`src/rtl/uart_rx_fifo.sv`:
```
// uart_rx_fifo
// Receive-side byte buffer that sits directly behind the uart receiver.
// Good bytes are queued in a show-ahead FIFO. Bytes with a framing error
// are discarded and counted. A byte that arrives while the FIFO is full is
// dropped and sets a sticky overrun flag. A character-idle timeout lets the
// host drain partial packets without polling.
//
// Ports:
//   clk_i        system clock, rising edge
//   rst_n_i      asynchronous active-low reset
//   rx_data_i    received byte, valid only with rx_valid_i
//   rx_valid_i   one-cycle strobe: byte complete
//   rx_ferr_i    framing error for the byte strobed with rx_valid_i
//   rd_en_i      host pop, ignored while empty
//   clr_err_i    one-cycle pulse: clears overrun and ferr_cnt
//   rd_data_o    head entry (show-ahead), 0 when empty
//   empty_o      FIFO holds no entries
//   full_o       FIFO holds DEPTH entries
//   count_o      number of entries held
//   overrun_o    sticky: a good byte was dropped because the FIFO was full
//   ferr_cnt_o   saturating count of discarded framing-error bytes
//   timeout_o    FIFO non-empty and idle for TIMEOUT_BITS bit periods
module uart_rx_fifo #(
  parameter int n            = 8,
  parameter int f_MHz        = 50,
  parameter int f_baud       = 115200,
  parameter int DEPTH        = 16,
  parameter int TIMEOUT_BITS = 40
) (
  input  logic                       clk_i,
  input  logic                       rst_n_i,
  input  logic [n-1:0]               rx_data_i,
  input  logic                       rx_valid_i,
  input  logic                       rx_ferr_i,
  input  logic                       rd_en_i,
  input  logic                       clr_err_i,
  output logic [n-1:0]               rd_data_o,
  output logic                       empty_o,
  output logic                       full_o,
  output logic [$clog2(DEPTH):0]     count_o,
  output logic                       overrun_o,
  output logic [7:0]                 ferr_cnt_o,
  output logic                       timeout_o
);

  localparam int T_BAUD  = f_MHz * 1000000 / f_baud;
  localparam int TO_CLKS = TIMEOUT_BITS * T_BAUD;
  localparam int AW      = $clog2(DEPTH);
  localparam int CW      = $clog2(TO_CLKS + 1);
  localparam logic [CW-1:0] TO_TERM = CW'(TO_CLKS - 1);
  localparam logic [AW:0]   FULL_CNT = (AW+1)'(DEPTH);

  logic [n-1:0]  mem_q [DEPTH];
  logic [AW-1:0] wr_ptr_q, wr_ptr_d;
  logic [AW-1:0] rd_ptr_q, rd_ptr_d;
  logic [AW:0]   count_q, count_d;
  logic          empty_q, empty_d;
  logic          full_q, full_d;
  logic          overrun_q, overrun_d;
  logic [7:0]    ferr_cnt_q, ferr_cnt_d;
  logic [CW-1:0] to_cnt_q, to_cnt_d;
  logic          timeout_q, timeout_d;

  logic pop;
  logic wr_acc;
  logic ferr_evt;
  logic ovr_evt;
  logic idle_clr;

  assign pop      = rd_en_i & ~empty_q;
  // When full, a same-cycle pop frees the slot the new byte lands in.
  assign wr_acc   = rx_valid_i & ~rx_ferr_i & (~full_q | pop);
  assign ferr_evt = rx_valid_i & rx_ferr_i;
  assign ovr_evt  = rx_valid_i & ~rx_ferr_i & full_q & ~rd_en_i;
  assign idle_clr = wr_acc | pop | empty_q;

  always_comb begin
    wr_ptr_d   = wr_ptr_q;
    rd_ptr_d   = rd_ptr_q;
    count_d    = count_q;
    overrun_d  = overrun_q;
    ferr_cnt_d = ferr_cnt_q;
    to_cnt_d   = to_cnt_q;
    timeout_d  = timeout_q;

    if (wr_acc) wr_ptr_d = wr_ptr_q + AW'(1);
    if (pop)    rd_ptr_d = rd_ptr_q + AW'(1);

    case ({wr_acc, pop})
      2'b10:   count_d = count_q + (AW+1)'(1);
      2'b01:   count_d = count_q - (AW+1)'(1);
      default: count_d = count_q;
    endcase
    empty_d = (count_d == '0);
    full_d  = (count_d == FULL_CNT);

    // A set event in the same cycle as clr_err wins.
    if (clr_err_i) overrun_d = 1'b0;
    if (ovr_evt)   overrun_d = 1'b1;

    if (ferr_evt) begin
      if (clr_err_i)                 ferr_cnt_d = 8'd1;
      else if (ferr_cnt_q != 8'd255) ferr_cnt_d = ferr_cnt_q + 8'd1;
    end else if (clr_err_i) begin
      ferr_cnt_d = 8'd0;
    end

    // Idle counter parks at its terminal value; timeout is flagged on the
    // edge after the counter gets there.
    if (idle_clr) begin
      to_cnt_d  = '0;
      timeout_d = 1'b0;
    end else if (to_cnt_q == TO_TERM) begin
      timeout_d = 1'b1;
    end else begin
      to_cnt_d  = to_cnt_q + CW'(1);
    end
  end

  always_ff @(posedge clk_i or negedge rst_n_i) begin
    if (!rst_n_i) begin
      wr_ptr_q   <= '0;
      rd_ptr_q   <= '0;
      count_q    <= '0;
      empty_q    <= 1'b1;
      full_q     <= 1'b0;
      overrun_q  <= 1'b0;
      ferr_cnt_q <= 8'd0;
      to_cnt_q   <= '0;
      timeout_q  <= 1'b0;
    end else begin
      wr_ptr_q   <= wr_ptr_d;
      rd_ptr_q   <= rd_ptr_d;
      count_q    <= count_d;
      empty_q    <= empty_d;
      full_q     <= full_d;
      overrun_q  <= overrun_d;
      ferr_cnt_q <= ferr_cnt_d;
      to_cnt_q   <= to_cnt_d;
      timeout_q  <= timeout_d;
    end
  end

  // Storage needs no reset; empty_q masks stale contents.
  always_ff @(posedge clk_i) begin
    if (wr_acc) mem_q[wr_ptr_q] <= rx_data_i;
  end

  assign rd_data_o  = empty_q ? '0 : mem_q[rd_ptr_q];
  assign empty_o    = empty_q;
  assign full_o     = full_q;
  assign count_o    = count_q;
  assign overrun_o  = overrun_q;
  assign ferr_cnt_o = ferr_cnt_q;
  assign timeout_o  = timeout_q;

endmodule

```
`config.mk`:
```
export PLATFORM = sky130hd
export DESIGN_NAME = uart_rx_fifo
export DESIGN_NICKNAME = d
export VERILOG_FILES = /design/src/rtl/uart_rx_fifo.sv
export SDC_FILE = /design/constraint.sdc
export NUM_CORES = 1
export LEC_CHECK = 0
export BUFFER_PORTS_ARGS = -buffer_cell sky130_fd_sc_hd__buf_2
export CAP_MARGIN = 20
export CORE_AREA = 2 2 157 159
export CTS_CLUSTER_SIZE = 28
export DETAILED_ROUTE_END_ITERATION = 6
export DIE_AREA = 0 0 159 161
export PLACE_DENSITY = 0.49
export SLEW_MARGIN = 20
export SYNTH_ARGS = -nofsm -noshare
export SYNTH_HDL_FRONTEND = slang
export SYNTH_SLANG_ARGS = --single-unit
```
`constraint.sdc`:
```
create_clock -name clk_i -period 5.05 [get_ports clk_i]
set_input_delay 1.01 -clock clk_i [delete_from_list [all_inputs] [get_ports clk_i]]
set_output_delay 1.01 -clock clk_i [all_outputs]
set_load 0.02 [all_outputs]
```
**After elaboration in Yosys (flattened, before gate mapping)**

Memories as Yosys holds them, arrays and structs flattened.
Index checks and enable logic that the tools add are counted.

- $add $sub $neg: 6
- Reductions and logical operators: 6
- Equality and inequality tests: 6
- Muxes and demuxes: 14
- Bitwise logic cells: 13

Operator list:

| cell | number |
|---|---|
| 8-bit 2-to-1 mux | 5 |
| 15-bit 2-to-1 mux | 2 |
| 15-bit by 1-bit adder with 15-bit output, second input constant | 1 |
| 15-bit equality test, second input constant | 1 |
| 5-bit one-hot mux with 2 select lines | 1 |
| 4-bit by 1-bit adder with 4-bit output, second input constant | 2 |
| 8-bit by 1-bit adder with 8-bit output, second input constant | 1 |
| 8-bit inequality test, second input constant | 1 |
| 2-bit nonzero test | 4 |
| 1-bit AND | 6 |
| 1-bit 2-to-1 mux | 6 |
| 5-bit by 1-bit adder with 5-bit output, second input constant | 1 |
| 5-bit equality test, second input constant | 1 |
| 5-bit logical NOT | 1 |
| 5-bit by 1-bit subtractor with 5-bit output, second input constant | 1 |
| 1-bit NOT | 4 |
| 1-bit OR | 3 |
| 2-bit by 1-bit equality test with 1-bit output, second input constant | 1 |
| 2-bit equality test, second input constant | 1 |
| 2-bit inequality test, second input constant | 1 |
| 2-bit AND reduction | 1 |

- Memories kept: 1
- Register bits: 40
- Input port bits: 14
- Bits in writable memories: 128
- Output and inout bits: 25

Memories:

| memory | depth | bits a word | rd ports | clocked after Yosys merged registers in | wr ports | line | source |
|---|---|---|---|---|---|---|---|
| mem_q | 16 | 8 | 1 | 0 | 1 | 53 | `logic [n-1:0] mem_q [DEPTH];` |

**Longest topological paths before layout**

Gate-level depths: netlist of run 1.

- Depth in word-level cells: 7
- Mapped depth: 13
- Depth with buffers taken out: 11

**Worst setup path after synthesis of run 1**

No wires, ideal clock.

- Path kind: input port to flip-flop
- Start point: input rd_en_i
- End point: register full_q, in the netlist full_o
- Path slack: 1.701 ns
- Setup time: 0.095 ns
- Arrival: 3.253 ns
- Stages on the path: 13
- Buffers on the path: 2
- Data required time: 4.955 ns
- Path through: nand2b_1 > clkbuf_1 > a21oi_2 > inv_1 > ha_1 > buf_2 > xor2_1 > ha_1 > nor2_1 > o21a_1 > a2111oi_4 > xor2_2 > nor4b_2

- Cells in the longest elaborated chain, start to end: 6

RTL lines:

| what | line | source |
|---|---|---|
| from (decl) | 35 | `input logic rd_en_i,` |
| 1-bit AND * | 70 | `assign pop = rd_en_i & ~empty_q;` |
| 1-bit OR | 72 | `assign wr_acc = rx_valid_i & ~rx_ferr_i & (~full_q \| pop);` |
| 1-bit AND | 72 |  |
| 2-bit by 1-bit equality test with 1-bit output / 2-bit equality test (equally long branches) | 89 | `case ({wr_acc, pop})` |
| 5-bit one-hot mux with 2 select lines * | 89 |  |
| named net count_d[4] | 56 | `logic [AW:0] count_q, count_d;` |
| 5-bit equality test * | 95 | `full_d = (count_d == FULL_CNT);` |
| named net full_d | 58 | `logic full_q, full_d;` |
| to (signal assigned) | 136 | `full_q <= full_d;` |
| to (decl) | 58 |  |

The timed path passes the listed nets; every way through them passes the cells marked *.
A chain may end at the register's enable or synchronous reset.

**Worst setup path after layout of run 1**

- Start point: register rd_ptr_q[0]
- End point: output rd_data_o[2]

- Cells in the longest elaborated chain, start to end: 2

RTL lines:

| what | line | source |
|---|---|---|
| from (decl) | 55 | `logic [AW-1:0] rd_ptr_q, rd_ptr_d;` |
| from (signal assigned) | 133 | `rd_ptr_q <= rd_ptr_d;` |
| memory 16 x 8 bit | -- |  |
| 8-bit 2-to-1 mux | 149 | `assign rd_data_o = empty_q ? '0 : mem_q[rd_ptr_q];` |
| to (decl) | 37 | `output logic [n-1:0] rd_data_o,` |

No other way between the ends.

==> impl_results.md, run 1 <==
- Status: completed
- Worst Tran Pin Value: 1060 ps
- Hold path depth: 2
- Commonest cells after routing, fill and taps aside: edfxtp_1, nor2_1, buf_2
- Sum Neg Setup Slack: 0 ps
- Avg WL per Cell: 18.0 um
- MaxCap Viol Count: 0
- Area after DPL: 7600 um2
- Synth Register Bits: 168
- YS warnings: 0
- Worst Path Required: 4040 ps
- Startpoint Class: flip-flop
- Std cell rows: 57
- Post-Route WL: 14500 um
- CTS Root Cell: clkbuf_16
- Max Slew Vio Count: 0
- Nets@finish: 494
- CP endpoint: rd_data_o[2]
- PostCTS Resize Cnt: 0
- Starting density of the core: 0.294
- Crit-path leading delay family: flip-flops
- Slowest cell on crit path: dfrtp_2
- Die Ht: 161 um
- CP max stage delay: 820 ps
- Share of layout cells above drive strength 1: 0.247
- Seq/Total Area, Yosys: 0.688
- Largest net degree at the start of global routing: 41
- Leak Pwr: 2.86 nW
- Crit path buf inv count: 2
- Final Setup Violations: 0
- FMAX: 268 MHz
- Synth async-reset ratio: 0.238
- Core area: 24000 um2
- Area growth from synthesis to final layout: 16.1%
- Arrival @ worst endpoint: 2720 ps
- CP Cell Sequence: buf_4 > mux4_2 > mux2i_1 > o22ai_1 > buf_2
- Setup crit end kind: output port
- Number of unique standard cell types used by synthesis: 43
- # diodes: 0
- Syn nets: 452
- Initial detailed-routing violation count: 258
- I/O Buffers: 38
- Cells on worst reg2reg path: 11
- Post-CTS setup buffer count: 0
- Vias in the first global route: 3809
- Clock skew: 7.18 ps
- Synthesized area per cell: 16.5 um2
- CTS tree: done
- Worst-Skew Late Latency: 420 ps
- Io pins: 39
- EDFF count, synth: 128
- Post-DP HPWL: 9290 um
- DIE AREA: 25600 um2
- Remaining DRCs: 0
- Post-DRT Antenna Nets: 0
- Setup Crit Path Kind: reg -> out
- R2r setup slk: 1990 ps
- Vias post-DR: 3712
- Unrepaired setup endpoints after global routing: false
- RR Endpoint: full_o$_DFF_PN0_
- Initial antenna violation count: 0
- HP Class: reg -> reg
- Cell count after synthesis: 427
- Number of failing hold endpoints at the final stage: 0
- CTS Buf Count: 17
- Tmin final: 3730 ps
- Final Cycle Share: 0.738
- Worst-path clk slew: 60 ps
- Pwr dens: 520 nW/um2
- Final Cell Area: 8180 um2
- Synth Cell Area: 7040 um2
- CP Depth: 5
- Final Wtd Congestion: 0.746
- H-tree depth: 4
- Reg-to-reg startpoint: empty_o$_DFF_PN1_
- Most common flop cell mapped by yosys: edfxtp_1
- All-Layer GR Usage: 0.117
- Pre-CTS WS: 1380 ps
- Clock Path Buffers: 2
- Headroom to the max-slew limit: 0.293
- Via density: 4.61
- Pre-antenna DRT Iters: 4
- Post-route setup slack: 1320 ps
- Clk sinks: 168
- Commonest non-fill, non-tap cell in the layout: edfxtp_1
- Critical path peak fanout: 20
- Hold_buf cts: 0
- Die W: 159 um
- Peak supply drop: 0.295 mV
- Total grt overflow: 0
- First-pass GRT wire length: 22300 um
- Crit. Startpoint: rd_ptr_q[0]$_DFFE_PN0P_
[worst min-delay path by stage]
stage / start / to
6_report: timeout_o$_DFFE_PN0P_ / timeout_o$_DFFE_PN0P_
5_1_grt: timeout_o$_DFFE_PN0P_ / timeout_o$_DFFE_PN0P_
4_1_cts: timeout_o$_DFFE_PN0P_ / timeout_o$_DFFE_PN0P_
3_5_place_dp: timeout_o$_DFFE_PN0P_ / timeout_o$_DFFE_PN0P_
3_3_place_gp: timeout_o$_DFFE_PN0P_ / timeout_o$_DFFE_PN0P_
2_1_floorplan: rd_ptr_q[3]$_DFFE_PN0P_ / rd_ptr_q[3]$_DFFE_PN0P_
[sequential cells by signal, indices dropped and copies added (netlist names)]
name / cells
ferr_cnt_o: 8
overrun_o: 1
wr_ptr_q: 4
full_o: 1
mem_q: 128
count_o: 5
empty_o: 1
to_cnt_q: 15
timeout_o: 1
rd_ptr_q: 4
[layer usage]
layer,part of all wire,track usage,vias up
li1,-,-,1704
met1,0.46,0.158,1919
met2,0.48,0.187,77
met3,0.048,0.0267,12
met4,0.011,0.0421,0
met5,0,0,-
[synth_stat cells (2+ instances only)]
| cell type | n | area share |
|---|---|---|
| ha_1 | 11 | 0.020 |
| and3_1 | 5 | 0.0044 |
| mux4_2 | 32 | 0.10 |
| nand2_1 | 21 | 0.011 |
| clkbuf_1 | 10 | 0.0053 |
| dfrtp_1 | 39 | 0.14 |
| nor3_1 | 9 | 0.0064 |
| inv_1 | 9 | 0.0048 |
| nand2b_1 | 9 | 0.0080 |
| edfxtp_1 | 128 | 0.55 |
| buf_1 | 4 | 0.0021 |
| nor3b_1 | 2 | 0.0021 |
| xnor2_1 | 20 | 0.025 |
| mux2i_1 | 20 | 0.028 |
| or2_2 | 2 | 0.0018 |
| o22ai_1 | 8 | 0.0071 |
| nor2b_1 | 2 | 0.0018 |
| or3_1 | 2 | 0.0018 |
| o21ai_0 | 5 | 0.0036 |
| nand3_1 | 7 | 0.0050 |
| a31oi_1 | 2 | 0.0018 |
| a21oi_1 | 3 | 0.0021 |
| buf_2 | 6 | 0.0043 |
| xor2_1 | 11 | 0.014 |
| nand4_1 | 4 | 0.0036 |
| nor2_1 | 39 | 0.021 |
[report_power, final]
| part | total (W) | switching (W) | internal (W) |
|---|---|---|---|
| combinational | 0.00112 | 0.000586 | 0.000534 |
| sequential | 0.00187 | 0.000260 | 0.00161 |
| clock | 0.00125 | 0.000565 | 0.000690 |
[worst reg2reg max path: stages, from the launching register on]
cell and delay, ps:
dfstp_2 420, nand2b_1 250, a21oi_2 380, inv_1 140
ha_1 300, xor2_1 210, ha_1 210, nor2_1 60
o21a_1 200, a2111oi_4 360, xor2_2 220, nor4b_2 220
[cell type report]
type | instances | area (um2)
tap | 324 | 405
clock buffer | 17 | 425
multi-input combinational | 230 | 2090
fill | 2345 | 15800
inverter | 9 | 33.8
clock inverter | 15 | 145
sequential | 168 | 4850
timing repair buffer | 43 | 228
[stage by stage]
| step | cells | power (W) | util | hold slack [ps] |
|---|---|---|---|---|
| after global placement | 774 | 0.00302 | 0.317 | 493 |
| after detailed placement | 774 | 0.00305 | 0.317 | 501 |
| after global routing | 806 | 0.00446 | 0.341 | 539 |
| after floorplan | 427 | 0.00267 | - | 461 |
| after CTS | 806 | 0.00431 | 0.341 | 517 |
| final | 806 | 0.00425 | 0.341 | 510 |
[kinds of logic after synthesis]
family                     Yosys count  synth area share
and+or+nand+nor                    110            0.0791
AOI/OAI and AO/OA                   25            0.0252
xor gates and xnor gates            32            0.0409
muxes                               52             0.131
buffers and inverters               29            0.0165
DFF                                168             0.688
adders and majority gates           11            0.0195
Note: power is estimated with default switching activity, not from simulation.
==> run 2: changes to the inputs <==
Settings changed: ABC_AREA from default to 1, CORE_AREA 2 2 157 159 to 2 2 160 162, DIE_AREA 0 0 159 161 to 0 0 162 164, PLACE_DENSITY 0.49 to 0.5.
Clock period 5.05 ns to 3.85 ns, I/O delays scaled along.
==> run 2 against run 1 <==
  * First-iteration DRC count up 26%
  * The flow now finishes with violations (DRC)
  * Clock skew increased by 5.4 ps
  * Worst hold slack got worse by 180 ps
  * Largest power group unchanged
  * Non-clock buffer count is 5 higher
  * Global-route usage up 2.1 points
==> impl_results.md, run 2 <==
- PnR Total Power: 0.00591 W (+39%)
- CTS Root Cell: clkbuf_16
- Number of failing hold endpoints at the final stage: 0 (unchanged)
- MaxCap Viol Count: 0 (unchanged)
- # diodes: 0 (unchanged)
- Synth Area in XOR/XNOR: 0.0119 (-0.0290)
- Cell taking the most area after synthesis: edfxtp_1
- Status: complete, but fails checks
- Clk sinks: 168 (unchanged)
- Max Slew Vio Count: 0 (unchanged)
- Startpoint Class: flip-flop
- Biggest register: mem_q
- Clock skew: 12.6 ps (+5.40 ps)
- Synth Area in Adders: 0.0186 (-0.000910)
- Placed Cells: 1026 (+33%)
- I/O Buffers: 38 (unchanged)
- Arrival @ worst endpoint: 2500 ps (-220 ps)
- Synth top area cells: edfxtp_1, dfrtp_1, nor2_1
- Peak supply drop: 0.482 mV (+63%)
- Final Wtd Congestion: 0.789 (+5.8%)
- Vias post-DR: 4958 (+34%)
- FMAX: 306 MHz
- Share of layout cells above drive strength 1: 0.137 (-0.110)
- Via density: 4.69 (+1.8%)
- Pre-antenna DRT Iters: 7 (+3)
- Synth top cells by count: nor2_1, edfxtp_1, nand2_1
- Number of unique standard cell types used by synthesis: 37 (-14%)
- Top-count cell post-synth: nor2_1
- Worst Path Required: 3080 ps (-960 ps)
- R2r setup slk: 1110 ps (-880 ps)
- Post-Route WL: 17500 um (+21%)
- Synth Cell Area: 7390 um2 (+4.9%)
- Reg-to-reg startpoint: empty_o$_DFF_PN1_
- CTS Buf Count: 17 (unchanged)
- HP Class: in -> async
- Headroom to the max-slew limit: 0.410 (+0.117)
- Avg WL per Cell: 16.5 um (-8.0%)
- Io pins: 39 (unchanged)
- Post-DP HPWL: 10800 um (+16%)
- Seq/Total Area, Yosys: 0.656 (-0.0320)
- Nets@finish: 740 (+50%)
- Final Setup Violations: 0 (unchanged)
- Final Cycle Share: 0.850
- Synth Area in Compound Gates: 0.103 (+0.0783)
- Synthesized area per cell: 11.0 um2 (-34%)
- Largest family of logic cells by synthesized area: simple AND/OR/NAND/NOR gates
- Max reg flops: 128 (unchanged)
- Initial detailed-routing violation count: 324 (+26%)
- Initial antenna violation count: 0 (unchanged)
- Total grt overflow: 0 (unchanged)
- Std cell rows: 58 (+1.8%)
- Mux contribution to synthesized area: 0 (-0.131)
- Leak Pwr: 3.18 nW (+11%)
- Layout Utilization: 0.342 (+0.00109)
- DIE AREA: 26600 um2 (+3.8%)
- Starting density of the core: 0.298 (+0.00373)
- Cell count after synthesis: 674 (+58%)
- Clock Path Buffers: 2 (unchanged)
- Hold_buf cts: 0 (unchanged)
- Vias in the first global route: 4771 (+25%)
- Area growth from synthesis to final layout: 15.0%
- # fillers: 2506 (+6.9%)
- Core area: 24800 um2 (+3.6%)
- Die W: 162 um (+1.9%)
- First-pass GRT wire length: 27500 um (+23%)
- Post-route insts no fill: 1058 (+31%)
- Syn nets: 699 (+55%)
- Worst-path clk slew: 70 ps (about the same)
- Largest net degree at the start of global routing: 68 (+66%)
- Sum Neg Setup Slack: 0 ps (unchanged)
- Remaining DRCs: 2 (+2)
- Tmin final: 3270 ps
- Die Ht: 164 um (+1.9%)
- Violated checks: DRC
- Most common flop cell mapped by yosys: edfxtp_1
- Post-synthesis simple-gate area fraction: 0.159 (+0.0795)
- Worst Tran Pin Value: 882 ps (-175 ps)
- EDFF count, synth: 128 (unchanged)
- Area share of the leading cell type in the synthesized netlist: 0.520 (-0.0254)
- Synth Register Bits: 168 (unchanged)
- All-Layer GR Usage: 0.138 (+0.0209)
- Commonest cells after routing, fill and taps aside: nor2_1, edfxtp_1, nand2_1
- Post-CTS setup buffer count: 0 (unchanged)
- H-tree depth: 4 (unchanged)
- YS warnings: 0 (unchanged)
- RR Endpoint: full_o$_DFF_PN0_
- Setup Crit Path Kind: reg -> out
- Unrepaired setup endpoints after global routing: false
- Setup crit end kind: output port
- Pwr dens: 696 nW/um2 (+34%)
- CTS tree: done
- Commonest non-fill, non-tap cell in the layout: nor2_1
- Cells on worst reg2reg path: 15 (+4)
- Worst-Skew Late Latency: 430 ps (about the same)
- Post-DRT Antenna Nets: 0 (unchanged)
- Critical path peak fanout: 67 (+240%)
- PostCTS Resize Cnt: 0 (unchanged)
- Synth async-reset ratio: 0.238 (unchanged)
run 2: cell count changes in the layout (fill, tap and decap cells not counted), moves of 9 or more:
cell / previous run / this run
a21oi_1: 3 / 15
inv_1: 9 / 48
mux2i_1: 20 / 0
mux4_2: 32 / 0
nand2_1: 21 / 63
nand2b_1: 9 / 0
nand3_1: 7 / 41
nor2_1: 38 / 137
o211ai_1: 1 / 34
o21ai_0: 5 / 58
o21ai_1: 0 / 24
xnor2_1: 20 / 1
run 2: cell families (layout without fill, tap and decap cells):
| family | after synthesis | count (layout) |
|---|---|---|
| flops | 168 | 168 |
| fa+ha+maj | 11 | 11 |
| simple gates | 269 | 269 |
| compound gates | 134 | 134 |
| buf+inv | 82 | 136 |
| xor+xnor | 10 | 10 |
run 2: power breakdown:
part	total, W	switching (W)	internal (W)
Combinational	0.00197	0.00137	0.000603
Clock	0.00170	0.000777	0.000919
Sequential	0.00224	0.000131	0.00211
run 2: stage by stage:
step	cell area, um2	worst slack (ps)	hold WS [ps]
floorplan	7390	1210	474
global placement	7910	955	493
detailed placement	7910	863	488
CTS	8490	601	503
global route	8490	395	370
finish	8490	578	329
run 2: cell type report:
cell class | instances | area, um2 | area share
flip-flops and latches | 168 | 4850 | 0.571
clock inverters | 15 | 158 | 0.0186
multi-input cells | 424 | 2160 | 0.254
repair buffers | 48 | 280 | 0.0330
inverters | 56 | 210 | 0.0247
clock buffers | 17 | 425 | 0.0501
well taps | 330 | 413 | 0.0486
run 2: layer usage:
metal / vias up / wire [um] / track usage
met1: 2398 / 8650 / 0.198
met5: - / 0 / 0
li1: 2435 / - / -
met3: 11 / 978 / 0.0381
met2: 114 / 7740 / 0.207
met4: 0 / 138 / 0.0326
run 2: worst max-delay path, cell delays in order (launching register included):
cell and delay, ps:
dfrtp_2 360, buf_4 580, o21ai_0 200, o211ai_1 360, nand3_1 150, a21oi_1 200, buf_2 190
run 2: how the worst max path moves through the flow:
| stage | start | end | slack [ps] | cells past startpoint |
|---|---|---|---|---|
| 6_report | rd_ptr_q[0]$_DFFE_PN0P_ | rd_data_o[0] | 580 | 6 |
| 5_1_grt | rd_ptr_q[0]$_DFFE_PN0P_ | rd_data_o[0] | 390 | 6 |
| 4_1_cts | rd_ptr_q[0]$_DFFE_PN0P_ | rd_data_o[0] | 600 | 6 |
| 3_5_place_dp | rd_en_i | full_o$_DFF_PN0_ | 860 | 17 |
| 3_3_place_gp | rd_en_i | full_o$_DFF_PN0_ | 960 | 17 |
| 2_1_floorplan | rd_en_i | full_o$_DFF_PN0_ | 1210 | 16 |
==> run 3: changes to the inputs <==
Clock period 3.85 ns to 3.37 ns, I/O delays scaled along.
==> run 3 against run 2 <==
  * The flow now finishes without violations
  * Largest cell class unchanged
  * Worst hold slack improved by 42 ps
  * Highest routed layer unchanged
  * Non-clock buffer count rose by 10
  * Sequential power rose by 15%
  * Critical path depth fell by 1
  * Global-route usage fell by 0.32 points
  * Worst setup slack got worse by 150 ps
  * Via count fell by 0.93%
==> impl_results.md, run 3 (synthesized netlist as in run 2, its figures left out) <==
- Status: completed
- Final Setup Violations: 0 (unchanged)
- Worst Tran Pin Value: 924 ps (+42.5 ps)
- First-pass GRT wire length: 27000 um (-1.6%)
- Std cell rows: 58 (unchanged)
- Sum Neg Setup Slack: 0 ps (unchanged)
- Post-DRT Antenna Nets: 0 (unchanged)
- Avg WL per Cell: 16.1 um (-2.6%)
- Worst-path clk slew: 70 ps (about the same)
- Nets@finish: 750 (+1.4%)
- Post-Route WL: 17200 um (-1.7%)
- Vias post-DR: 4912 (-0.93%)
- CP endpoint: rd_data_o[2]
- Clock Path Buffers: 2 (unchanged)
- Commonest cells after routing, fill and taps aside: nor2_1, edfxtp_1, nand2_1
- Commonest non-fill, non-tap cell in the layout: nor2_1
- DIE AREA: 26600 um2 (unchanged)
- HP Class: in -> async
- I/O Buffers: 38 (unchanged)
- CP Cell Sequence: clkinv_1 > o211ai_1 > nand3_1 > a21oi_1 > buf_2
- Final Wtd Congestion: 0.755 (-4.3%)
- CTS Root Cell: clkbuf_16
- Initial antenna violation count: 0 (unchanged)
- Tmin final: 2940 ps
- Via density: 4.60 (-1.9%)
- Area growth from synthesis to final layout: 16.6%
- Core area: 24800 um2 (unchanged)
- Max reg flops: 128 (unchanged)
- Vias in the first global route: 4709 (-1.3%)
- Critical path peak fanout: 17 (-75%)
- Worst-Skew Late Latency: 440 ps (about the same)
- Remaining DRCs: 0 (-2)
- Unrepaired setup endpoints after global routing: false
- Starting density of the core: 0.298 (unchanged)
- Hold_buf cts: 0 (unchanged)
- Headroom to the max-slew limit: 0.384 (-0.0261)
- Total grt overflow: 0 (unchanged)
- Worst Path Required: 2700 ps (-380 ps)
- RR Endpoint: full_o$_DFF_PN0_
- Die W: 162 um (unchanged)
- All-Layer GR Usage: 0.135 (-0.00319)
- FMAX: 340 MHz
- Largest net degree at the start of global routing: 68 (unchanged)
- Cells on worst reg2reg path: 15 (unchanged)
- Layout Utilization: 0.347 (+0.00484)
- Post-CTS setup buffer count: 0 (unchanged)
- Arrival @ worst endpoint: 2260 ps (-240 ps)
- CTS Buf Count: 17 (unchanged)
- Pwr dens: 789 nW/um2 (+13%)
- MaxCap Viol Count: 0 (unchanged)
- Leak Pwr: 3.25 nW (+2.3%)
- Io pins: 39 (unchanged)
- Startpoint Class: flip-flop
- Clk sinks: 168 (unchanged)
- H-tree depth: 4 (unchanged)
- Pre-antenna DRT Iters: 4 (-3)
- PostCTS Resize Cnt: 0 (unchanged)
- Final Cycle Share: 0.872
- Number of failing hold endpoints at the final stage: 0 (unchanged)
- Slowest cell on crit path: clkinv_1
- Crit. Startpoint: rd_ptr_q[2]$_DFFE_PN0P_
- Initial detailed-routing violation count: 291 (-10%)
- CP max stage delay: 510 ps (-70 ps)
- R2r setup slk: 670 ps (-440 ps)
- Max Slew Vio Count: 0 (unchanged)
- Peak supply drop: 0.413 mV (-14%)
- Post-DP HPWL: 10600 um (-1.8%)
- Setup crit end kind: output port
- Die Ht: 164 um (unchanged)
- Share of layout cells above drive strength 1: 0.150 (+0.0130)
- Reg-to-reg startpoint: empty_o$_DFF_PN1_
- Clock skew: 13.0 ps (+0.468 ps)
- Biggest register: mem_q
- # diodes: 0 (unchanged)
- CTS tree: done
- Setup Crit Path Kind: reg -> out
==> run 3: report_power, final <==
part,switching (W),internal (W),total [W]
clock,0.000938,0.00100,0.00194
combinational,0.00157,0.000717,0.00228
sequential,0.000158,0.00241,0.00257
total,0.00266,0.00413,0.00679
==> run 3: layer usage <==
layer | up-vias | global-route usage | part of all wire
met5 | - | 0 | 0
met4 | 0 | 0.0430 | 0.013
met3 | 18 | 0.0268 | 0.037
met2 | 88 | 0.201 | 0.43
met1 | 2353 | 0.197 | 0.52
li1 | 2453 | - | -
==> run 3: per-stage QoR <==
stage	worst slack (ps)	hold slack [ps]	total power (W)	cells	cell area [um2]
finish	432	371	0.00679	1068	8610
global route	280	451	0.00721	1068	8610
global placement	568	480	0.00491	1036	8010
detailed placement	520	477	0.00493	1036	8010
floorplan	827	378	0.00418	674	7390
CTS	367	403	0.00688	1068	8610
==> run 3: worst min path at each step <==
stage,from,end,slack [ps],cells after the start
final,rst_n_i,to_cnt_q[8]$_DFFE_PN0P_,370,1
after floorplan,rst_n_i,count_o[0]$_DFF_PN0_,380,0
after global routing,rst_n_i,to_cnt_q[10]$_DFFE_PN0P_,450,1
after CTS,rst_n_i,to_cnt_q[9]$_DFFE_PN0P_,400,1
after detailed placement,overrun_o$_DFFE_PN0P_,overrun_o$_DFFE_PN0P_,480,1
after global placement,timeout_o$_DFFE_PN0P_,timeout_o$_DFFE_PN0P_,480,2
==> run 3: final cells by class <==
type / count / area (um2)
sequential: 168 / 4850
timing repair buffer: 58 / 378
clock buffer: 17 / 425
clock inverter: 15 / 180
fill: 2508 / 16200
inverter: 56 / 210
tap: 330 / 413
multi-input combinational: 424 / 2160
==> run 3: worst max-delay path, delay by kind of cell (launching register included) <==
family | cells | cell delay, ps
AND/OR/NAND/NOR | 1 | 150
buffers and inverters | 2 | 720
AO/OA/AOI/OAI | 2 | 590
flip-flops | 1 | 360
